### config.mk
export PLATFORM = sky130hd
export DESIGN_NAME = mul_share_arb
export DESIGN_NICKNAME = d
export VERILOG_FILES = /design/src/rtl/mul_share_arb.sv
export SDC_FILE = /design/constraint.sdc
export NUM_CORES = 1
export LEC_CHECK = 0
export CORE_ASPECT_RATIO = 0.5
export CORE_UTILIZATION = 43
export DETAILED_ROUTE_END_ITERATION = 6
export PLACE_DENSITY = 0.82
export SYNTH_ARGS = -nofsm -noshare
export SYNTH_HDL_FRONTEND = slang
export SYNTH_SLANG_ARGS = --single-unit
### constraint.sdc
create_clock -name clk -period 2.28 [get_ports clk]
set_input_delay 0.228 -clock clk [delete_from_list [all_inputs] [get_ports clk]]
set_output_delay 0.228 -clock clk [all_outputs]
set_load 0.02 [all_outputs]
### src/rtl/mul_share_arb.sv
// Shares one pipelined unsigned multiplier among NREQ requesters.
// A round-robin arbiter issues operands under a credit rule; a shift register
// carries each requester ID through the multiplier latency; products are
// collected in a result FIFO and returned on a valid/ready response port.
module mul_share_arb #(
  parameter int SIZE       = 4,
  parameter int NREQ       = 4,
  parameter int LAT        = 2,
  parameter int FIFO_DEPTH = 4
) (
  input  logic                       clk,
  input  logic                       rst_n,
  input  logic [NREQ-1:0]            req_valid,
  input  logic [NREQ*SIZE-1:0]       req_a,
  input  logic [NREQ*SIZE-1:0]       req_b,
  output logic [NREQ-1:0]            req_ready,
  output logic [SIZE-1:0]            mul_a,
  output logic [SIZE-1:0]            mul_b,
  input  logic [2*SIZE-1:0]          mul_out,
  output logic                       rsp_valid,
  input  logic                       rsp_ready,
  output logic [$clog2(NREQ)-1:0]    rsp_id,
  output logic [2*SIZE-1:0]          rsp_data,
  output logic                       idle
);

  localparam int IDW = $clog2(NREQ);
  localparam int AW  = (FIFO_DEPTH > 1) ? $clog2(FIFO_DEPTH) : 1;
  localparam int CW  = $clog2(FIFO_DEPTH + LAT + 1);
  localparam int EW  = IDW + 2*SIZE;
  localparam int unsigned NR = NREQ;
  localparam logic [CW-1:0] DEPTH_C   = CW'(FIFO_DEPTH);
  localparam logic [AW-1:0] LAST_SLOT = AW'(FIFO_DEPTH - 1);

  logic [IDW-1:0]     ptr;
  logic [LAT-1:0]     sr_vld;
  logic [LAT*IDW-1:0] sr_id;
  logic [EW-1:0]      fifo_mem [FIFO_DEPTH];
  logic [EW-1:0]      fifo_head;
  logic [AW-1:0]      wr_ptr;
  logic [AW-1:0]      rd_ptr;
  logic [CW-1:0]      fifo_cnt;
  logic [CW-1:0]      inflight_cnt;
  logic               can_issue;
  logic               gnt_found;
  logic [IDW-1:0]     gnt_id;
  logic [IDW-1:0]     idx;
  logic               issue;
  logic               wr_en;
  logic               rd_en;

  // Credit: operations in flight plus results waiting must fit in the FIFO.
  always_comb begin
    inflight_cnt = CW'($countones(sr_vld));
    can_issue    = (inflight_cnt + fifo_cnt) < DEPTH_C;
  end

  // Round-robin scan starting one past the last granted requester.
  always_comb begin
    gnt_found = 1'b0;
    gnt_id    = '0;
    idx       = '0;
    for (int unsigned k = 1; k <= NR; k++) begin
      idx = IDW'((32'(ptr) + k) % NR);
      if (!gnt_found && req_valid[idx]) begin
        gnt_found = 1'b1;
        gnt_id    = idx;
      end
    end
    issue = rst_n && gnt_found && can_issue;
  end

  // Ready to the granted requester and its operands to the multiplier; zeros otherwise.
  always_comb begin
    req_ready = '0;
    mul_a     = '0;
    mul_b     = '0;
    for (int unsigned i = 0; i < NR; i++) begin
      if (issue && gnt_id == IDW'(i)) begin
        req_ready[i] = 1'b1;
        mul_a        = req_a[i*SIZE +: SIZE];
        mul_b        = req_b[i*SIZE +: SIZE];
      end
    end
  end

  // Round-robin pointer follows the last grant.
  always_ff @(posedge clk or negedge rst_n) begin
    if (!rst_n) begin
      ptr <= IDW'(NREQ - 1);
    end else if (issue) begin
      ptr <= gnt_id;
    end
  end

  // Valid/ID shift register mirroring the multiplier pipeline; packed so the
  // shift is a truncating concatenation and works for any LAT >= 1.
  always_ff @(posedge clk or negedge rst_n) begin
    if (!rst_n) begin
      sr_vld <= '0;
      sr_id  <= '0;
    end else begin
      sr_vld <= LAT'({sr_vld, issue});
      sr_id  <= (LAT*IDW)'({sr_id, (issue ? gnt_id : IDW'(0))});
    end
  end

  assign wr_en = sr_vld[LAT-1];
  assign rd_en = rsp_valid && rsp_ready;

  // Result FIFO storage; contents are meaningless unless counted.
  always_ff @(posedge clk) begin
    if (wr_en) begin
      fifo_mem[wr_ptr] <= {sr_id[LAT*IDW-1 -: IDW], mul_out};
    end
  end

  // FIFO pointers and occupancy.
  always_ff @(posedge clk or negedge rst_n) begin
    if (!rst_n) begin
      wr_ptr   <= '0;
      rd_ptr   <= '0;
      fifo_cnt <= '0;
    end else begin
      if (wr_en) wr_ptr <= (wr_ptr == LAST_SLOT) ? '0 : wr_ptr + 1'b1;
      if (rd_en) rd_ptr <= (rd_ptr == LAST_SLOT) ? '0 : rd_ptr + 1'b1;
      fifo_cnt <= fifo_cnt + CW'(wr_en) - CW'(rd_en);
    end
  end

  // Response port shows the FIFO head, zeroed when empty.
  always_comb begin
    fifo_head = fifo_mem[rd_ptr];
    rsp_valid = (fifo_cnt != '0);
    rsp_id    = rsp_valid ? fifo_head[2*SIZE +: IDW] : '0;
    rsp_data  = rsp_valid ? fifo_head[2*SIZE-1:0]   : '0;
    idle      = (inflight_cnt == '0) && (fifo_cnt == '0);
  end

  // The credit rule must keep the FIFO from ever being written while full.
  assert property (@(posedge clk) disable iff (!rst_n) wr_en |-> (fifo_cnt != DEPTH_C));

endmodule

[Word level (Yosys, flattened, before mapping)]
Memory sizes are Yosys's and may differ from the RTL's.
Index checks and enable logic that the tools add are counted.
Word-level totals
  register bits after elaboration: 15
  memory bits (writable): 40
  input bits: 47
  logic and storage cells: 80
  memories: 1
Operators by class
  add/subtract/negate cells: 10
  $lt $le $gt $ge: 5
  equal/unequal tests: 5
  mux-type cells: 35
  reduce and logical (&&, ||, !) cells: 18
Memories
  fifo_mem: depth 4, width 10, rd ports 1, clocked after Yosys merged registers in 0, wr ports 1, line 38  | logic [EW-1:0] fifo_mem [FIFO_DEPTH];
Operator list (number)
  2-to-1 mux 4 bit: 8
  2-to-1 mux 2 bit: 8
  2-to-1 mux 1 bit: 14
  less-than comparator 2 x 3 -> 1 bit (second input constant): 4
  logical AND 1 bit: 11
  adder 2 x 1 -> 2 bit (second input constant): 4
  binary-select mux 1 bit (select 2 bit): 4
  equality test 2 bit (second input constant): 4
  2-to-1 mux 8 bit: 1
  zero test 3 bit: 2
  adder 2 bit (second input constant): 2
  adder 2 x 3 -> 3 bit: 1
  adder 3 x 1 -> 3 bit: 1
  zero test 1 bit: 3
  less-than comparator 3 bit (second input constant): 1
  nonzero test 3 bit: 1
  subtractor 3 x 1 -> 3 bit: 1
  adder 1 x 1 -> 2 bit: 1
  equality test 2 x 1 -> 1 bit (second input constant): 1
  zero test 2 bit: 1

[Logic depth before layout (Yosys ltp)]
Gate-level depths: netlist of run 1.
  depth in word-level cells: 20
  depth in mapped cells: 9
  depth with buffers taken out: 9

[Worst setup path after synthesis of run 1]
No wires, ideal clock.
  kind: register to register
  start point: reg fifo_cnt[2]
  end point: reg fifo_cnt[2]
  library setup time: 0.123 ns
  arrival: 2.089 ns
  slack: 0.068 ns
  cell stages (with the launch flop): 10
  clock period less this slack: 2.212 ns
  path through: dfrtp_1 -> or3_1 -> nand2_1 -> inv_1 -> ha_1 -> inv_1 -> ha_1 -> fa_1 -> xor2_1 -> xnor2_1
Between the ends
  cells in the longest elaborated chain, start to end: 3
  elaborated cells between the ends (all ways): 4
Ends and longest elaborated chain
  from (decl): line 42  | logic [CW-1:0] fifo_cnt;
  from (signal assigned): line 127  | fifo_cnt <= fifo_cnt + CW'(wr_en) - CW'(rd_en);
  nonzero test 3 bit: line 134  | rsp_valid = (fifo_cnt != '0);
  logical AND 1 bit: line 109  | assign rd_en = rsp_valid && rsp_ready;
  via rd_en: line 50  | logic rd_en;
  subtractor 3 x 1 -> 3 bit: line 127
The timed path passes the listed nets, and every way through them passes these cells.
A chain may end at the register's enable or synchronous reset.

[Final worst setup path of run 1]
  start point: reg ptr[1]
  end point: out mul_a[3]
Between the ends
  cells in the longest elaborated chain, start to end: 20
  elaborated cells between the ends (all ways): 40
Ends and longest elaborated chain
  from (decl): line 35  | logic [IDW-1:0] ptr;
  from (signal assigned): line 90  | ptr <= IDW'(NREQ - 1);
  from (signal assigned): line 92  | ptr <= gnt_id;
  adder 2 x 1 -> 2 bit: line 64  | idx = IDW'((32'(ptr) + k) % NR);
  binary-select mux 1 bit (select 2 bit): line 65  | if (!gnt_found && req_valid[idx]) begin
  2-to-1 mux 1 bit (implied by the code): line 65
  2-to-1 mux 1 bit: line 65
  zero test 1 bit: line 65
  logical AND 1 bit: line 65
  2-to-1 mux 1 bit: line 65
  zero test 1 bit: line 65
  logical AND 1 bit: line 65
  2-to-1 mux 1 bit: line 65
  zero test 1 bit: line 65
  logical AND 1 bit: line 65
  2-to-1 mux 1 bit: line 65
  logical AND 1 bit (2 in a row): line 70  | issue = rst_n && gnt_found && can_issue;
  logical AND 1 bit: line 79  | if (issue && gnt_id == IDW'(i)) begin
  2-to-1 mux 4 bit (3 in a row): line 79
  2-to-1 mux 4 bit *: line 79
  to (decl): line 17  | output logic [SIZE-1:0] mul_a,
Every way passes the cells marked *; elsewhere a longest branch is shown, timed or not. The select of a mux whose other input is x is not followed.

==> results of run 1 <==
==> kinds of logic (layout without fill, tap and decap cells) <==
group                    count (synthesis)  after routing
multiplexers                            28             28
AND/OR/NAND/NOR                         32             33
XOR/XNOR                                 3              3
adder cells (fa/ha/maj)                 11             11
flip-flops                              55             55
AO/OA/AOI/OAI                           21             21
buffers and inverters                   22            118
==> registers in the layout (all words and copies together), names as in the netlist <==
signal    cells
sr_id         4
wr_ptr        2
fifo_mem     40
ptr           2
fifo_cnt      3
rd_ptr        2
sr_vld        2
==> final timing paths <==
kind                                   from  depth (start not counted)          end
worst max register to register  fifo_cnt[1]                         10  fifo_cnt[2]
worst min-delay path               sr_id[1]                          0     sr_id[3]
min in group asynchronous             rst_n                          2    rd_ptr[0]
worst min register to register     sr_id[1]                          0     sr_id[3]
worst max-delay path                 ptr[1]                          7     mul_a[3]
max in group asynchronous             rst_n                          2       ptr[1]
==> final cells by class <==
class	instances	area, sq um	area share [%]
clock buffer	5	125	3.17
clock inverter	3	15.0	0.381
inverter	16	60.1	1.52
multi-input combinational	96	1150	29.3
sequential	55	1580	40.1
tap	73	91.3	2.32
timing repair buffer	94	918	23.3
==> per-stage QoR <==
| step | setup slack [ns] | instances | hold WS (ns) | power [mW] |
|---|---|---|---|---|
| 5_1_grt | -0.209 | 342 | 0.352 | 5.13 |
| 2_1_floorplan | 0.0684 | 172 | -0.0676 | 2.79 |
| 6_report | -0.133 | 342 | 0.350 | 4.84 |
| 3_3_place_gp | -0.320 | 328 | 0.335 | 3.66 |
| 3_5_place_dp | -0.385 | 328 | 0.336 | 3.75 |
| 4_1_cts | -0.102 | 342 | 0.350 | 4.59 |
==> timing repair <==
action | 4_1_cts | 5_1_grt
hold endpoints to repair | 0 | 0
gates cloned | 0 | 1
resized for setup | 91 | 31
pin swaps | 13 | 4
setup endpoints to repair | 24 | 13
setup buffers | 6 | 1
==> power by group <==
group | switching (mW) | internal, mW | total [mW]
logic | 1.30 | 1.31 | 2.61
registers | 0.155 | 1.36 | 1.51
clock network | 0.320 | 0.399 | 0.719
==> critical path: stages (launching register included) <==
cell and delay, ns:
dfstp_2 0.54, buf_4 0.14, a211oi_1 0.11, a211oi_4 0.27, buf_12 0.23, mux2i_1 0.34
o22ai_4 0.12, buf_6 0.14
==> metal layers <==
| metal | vias up | global-route usage [%] | part of all wire (%) |
|---|---|---|---|
| met4 | 0 | 8.00 | 2.4 |
| met2 | 65 | 33.6 | 52 |
| met5 | - | 0 | 0 |
| met3 | 10 | 5.42 | 6.2 |
| li1 | 834 | - | - |
| met1 | 836 | 20.4 | 39 |
==> layout by cell type, fill, tap and decap left out, types with 2 or more instances in the layout <==
| cell type | n |
|---|---|
| and2_1 | 14 |
| buf_12 | 2 |
| buf_4 | 19 |
| buf_6 | 15 |
| clkbuf_16 | 5 |
| clkdlybuf4s50_1 | 47 |
| clkinv_1 | 2 |
| dfrtp_1 | 12 |
| dfstp_2 | 2 |
| dlygate4sd2_1 | 11 |
| edfxtp_1 | 40 |
| ha_1 | 7 |
| ha_4 | 2 |
| inv_1 | 16 |
| mux2i_1 | 14 |
| mux2i_2 | 3 |
| mux4_2 | 10 |
| nand2_8 | 2 |
| nor2_1 | 2 |
| nor2_4 | 4 |
| nor2b_1 | 2 |
| o21ai_0 | 5 |
| o22ai_1 | 2 |
| o22ai_4 | 7 |
==> qor.txt, run 1 <==
status: complete, but fails checks
failing checks: design-rule violations, negative setup slack
Core Region: 5660 sq um
Crit path required time: 2.05 ns
Finished Core Util: 69.7%
Setup violations, final: 11
post-route setup slack: -0.133 ns
DRC violations left: 2
hold buffer count at CTS: 0
Total GRT Usage: 18.4%
highest clock rate: 414 MHz
Die Y: 57.0 um
simple-gate area share of the yosys netlist: 6.92%
first-pass GRT wire length: 8670 um
Synthesis Warnings: 0
EDFF count, synth: 40
post-route cell area: 3940 sq um
# port buffers: 70
PwrDens: 1230 nW/um^2
Die ar.: 6390 sq um
Final Max Tran Viols: 0
Synth top area share: 46.2%
largest family of logic cells by synthesized area: multiplexers
First-pass DRT Iterations: 6
maxcap violations: 0
ys async rst share: 27.3%
Clock Skew: 0.00158 ns
placed cell areas: 3530 sq um
sum of net half-perimeters after detailed placement: 3690 um
Hold Vio Cnt, Final: 0
Ant. Diodes: 0
DR vias: 1,745
Syn Area/Cell: 15.1 sq um
Num CTS Buffers: 5
Reg2Reg Setup Slack: -0.08 ns
Sink Count: 55
CTS tree: built
Synth Area in Adders: 5.58%
row count: 19
top-count cell post-synth: edfxtp_1
main area contributors after synthesis: edfxtp_1 (46%), dfrtp_1 (13%), mux4_2 (8.7%)
maximum VDD drop: 0.000712 V
H-tree lvl count: 2
vias in the first global route: 1,844
initial core utilization: 46.0%
Period Utilization, post-route: 106%
Die X: 112 um
GP Congestion: 0.754
Hold Crit Class: reg2reg
CP endpoint kind: output port
Syn Nets: 230
top cell type by total area after synthesis: edfxtp_1
Worst-Margin Slew: 0.552 ns
Post-Syn Area: 2600 sq um
routed len/inst: 16.1 um
DR iter-0 viols: 62
CP arrival: 2.19 ns
most frequent cells after synthesis: edfxtp_1 (40), mux2i_1 (17), inv_1 (16), and2_1 (14), dfrtp_1 (13)
worst-path maximum fanout: 20
Slew headroom: 63.2%
post-synthesis compound-gate area fraction: 6.39%
I/O pin total: 71
fin nets: 326
fillers: 385
fin crit period: 2.41 ns
Yosys cell types: 35
P&R area growth vs syn: 51.5%
xor and xnor area share after synthesis: 1.01%
clock slew at reported path FFs: 0.07 ns
post-synthesis mux area share: 15.6%
Vias/cell: 5.10
DRT antenna net count: 0
Clock Tree Root: clkbuf_16
clk buf depth: 2
antenna violations before repair: 0
static leakage: 1.54 nW
crit path launch type: flop
share of layout cells above drive strength 1: 31.2%
crit path kind: reg2out
RSZ-0062 raised after global routing: true
total global routing overflow: 0
worst skew pair latency: 0.28 ns
Seq/Total Area, Yosys: 60.7%
pin count of the biggest net entering global routing: 21
Post-Route WL: 5510 um
Synth Instances: 172
post-synthesis register bit count: 55
setup TNS: -0.906 ns
dominant synthesized flop cell: edfxtp_1
Power figures use the tool's default switching activity.
==> run 2: changes to the inputs <==
--- a/config.mk
+++ b/config.mk
@@ -6,9 +6,10 @@
 export NUM_CORES = 1
 export LEC_CHECK = 0
 export CORE_ASPECT_RATIO = 0.5
-export CORE_UTILIZATION = 43
+export CORE_UTILIZATION = 50
 export DETAILED_ROUTE_END_ITERATION = 6
-export PLACE_DENSITY = 0.82
+export DONT_BUFFER_PORTS = 1
+export PLACE_DENSITY = 0.75
 export SYNTH_ARGS = -nofsm -noshare
 export SYNTH_HDL_FRONTEND = slang
 export SYNTH_SLANG_ARGS = --single-unit
==> run 2 against run 1 <==
Effect of this change:
- the flow finishes with violations (negative setup slack)
- critical path depth grew 2
- first-iteration DRC count fell by 21%
- hold slack got worse by 0.15 ns
- combinational power decreased by 19%
- register-to-register slack gained 0.18 ns
- via count is 13% lower
- wire length shrank 11%
- critical path type unchanged
- highest routed layer unchanged
==> qor.txt, run 2 (synthesized netlist as in run 1, its figures left out) <==
number of flip-flops in the largest register: 40
fin crit period: 2.37 ns
post-route cell area: 3260 sq um
DR iter-0 viols: 49
post-route setup slack: -0.0856 ns
Post-Route WL: 4890 um
Placed Cells: 257
status: complete, but fails checks
DRT antenna net count: 0
Hold Crit Class: in2reg
Largest Register: fifo_mem
Sink Count: 55
First-pass DRT Iterations: 6
maximum VDD drop: 0.000970 V
highest clock rate: 423 MHz
Final Max Tran Viols: 0
cell repeated most along the worst path: buf_6
switching pwr: 1.60 mW
Die ar.: 5520 sq um
Multi-input gate area: 1080 sq um
Regs by FF count: fifo_mem x40, sr_id x4, fifo_cnt x3
initial core utilization: 52.5%
Worst-Margin Slew: 0.690 ns
P&R area growth vs syn: 25.2%
worst-path cell chain: ha_2 -> ha_4 -> a31oi_4 -> xnor2_2 -> nor2_4 -> nand2b_1 -> buf_6 -> o22ai_4 -> buf_6
Sw Share: 38.3%
Total GRT Usage: 18.0%
fillers: 347
CTS tree: built
Vias/cell: 5.36
first-pass GRT wire length: 7280 um
total global routing overflow: 0
antenna violations before repair: 0
setup TNS: -0.562 ns
GP Congestion: 0.798
Hold Vio Cnt, Final: 0
failing checks: negative setup slack
Clock Skew: 0.00930 ns
Finished Core Util: 65.8%
CP endpoint kind: output port
crit path launch type: flop
part of the power in registers: 36.3%
commonest non-fill, non-tap cell in the layout: edfxtp_1
max incr delay on CP: 0.40 ns
RSZ-0062 raised after global routing: true
maxcap violations: 0
# port buffers: 0
most frequent cells in the layout: edfxtp_1 (40), buf_4 (17), inv_1 (15), and2_1 (14), dfrtp_1 (13)
PwrDens: 1280 nW/um^2
static leakage: 1.26 nW
Crit path required time: 2.05 ns
logic gate share of total power: 50.7%
Die X: 104 um
I/O pin total: 71
worst-path maximum fanout: 8
pre-CTS setup slack: 0.107 ns
Period Utilization, post-route: 104%
sum of net half-perimeters after detailed placement: 3260 um
routed len/inst: 17.3 um
clk buf depth: 2
placed cell areas: 2830 sq um
DR vias: 1,511
Int Pwr: 2.58 mW
Setup violations, final: 9
fin nets: 269
Num CTS Buffers: 5
pin count of the biggest net entering global routing: 21
Clock Tree Root: clkbuf_8
crit path kind: reg2out
vias in the first global route: 1,424
CP arrival: 2.14 ns
Core Region: 4950 sq um
post-route total power: 4.18 mW
Die Y: 53.0 um
DRC violations left: 0
clock slew at reported path FFs: 0.10 ns
crit path max-delay cell type: dfrtp_1
register area: 1580 sq um
row count: 18
Ant. Diodes: 0
share of layout cells above drive strength 1: 35.8%
final instance count without filler cells: 282
clock share of power: 12.9%
worst skew pair latency: 0.31 ns
hold slack: 0.199 ns
Slew headroom: 53.9%
H-tree lvl count: 2
[run 2: cell type report]
class | count | area share (%)
inverters | 16 | 1.84
flip-flops and latches | 55 | 48.5
repair buffers | 38 | 11.0
clock buffers | 5 | 2.11
clock inverters | 3 | 0.691
multi-input cells | 95 | 33.2
well taps | 70 | 2.69
[run 2: timing repair]
item,in CTS,in global routing
pin swaps,5,4
hold buffers,5,6
endpoints found under the setup margin,11,12
resized for setup,27,9
endpoints found under the hold margin,27,20
setup buffers,3,3
[run 2: path summary, 6_finish.rpt]
path	startpoint	to	slack, ns	cells after the start
max	sr_vld[0]	mul_b[1]	-0.09	9
min	rsp_ready	rd_ptr[0]	0.20	3
max reg2reg	fifo_cnt[2]	fifo_cnt[2]	0.10	9
min reg2reg	sr_id[1]	sr_id[3]	0.36	0
max in group asynchronous	rst_n	sr_vld[1]	1.44	1
min in group asynchronous	rst_n	rd_ptr[0]	0.39	1
[run 2: worst max-delay path, delay by kind of cell (launching register included)]
family | cells | cell delay, ns
adders and majority gates | 2 | 0.47
DFF | 1 | 0.40
buffers and inverters | 2 | 0.31
and+or+nand+nor | 2 | 0.27
AOI/OAI and AO/OA | 2 | 0.24
xor gates and xnor gates | 1 | 0.16
[run 2: power groups by stage]
stage | clock [mW] | combinational, mW | sequential, mW
2_1_floorplan | 0 | 1.30 | 1.48
3_3_place_gp | 0 | 1.68 | 1.52
3_5_place_dp | 0 | 1.73 | 1.55
4_1_cts | 0.554 | 2.02 | 1.52
5_1_grt | 0.594 | 2.28 | 1.54
6_report | 0.539 | 2.12 | 1.52
[run 2: metal layers]
metal | wire [um] | vias up | GRT usage, %
met5 | 0 | - | 0
met4 | 28 | 0 | 5.00
met3 | 242 | 3 | 3.82
met2 | 2660 | 56 | 34.4
met1 | 1960 | 739 | 21.3
li1 | - | 713 | -
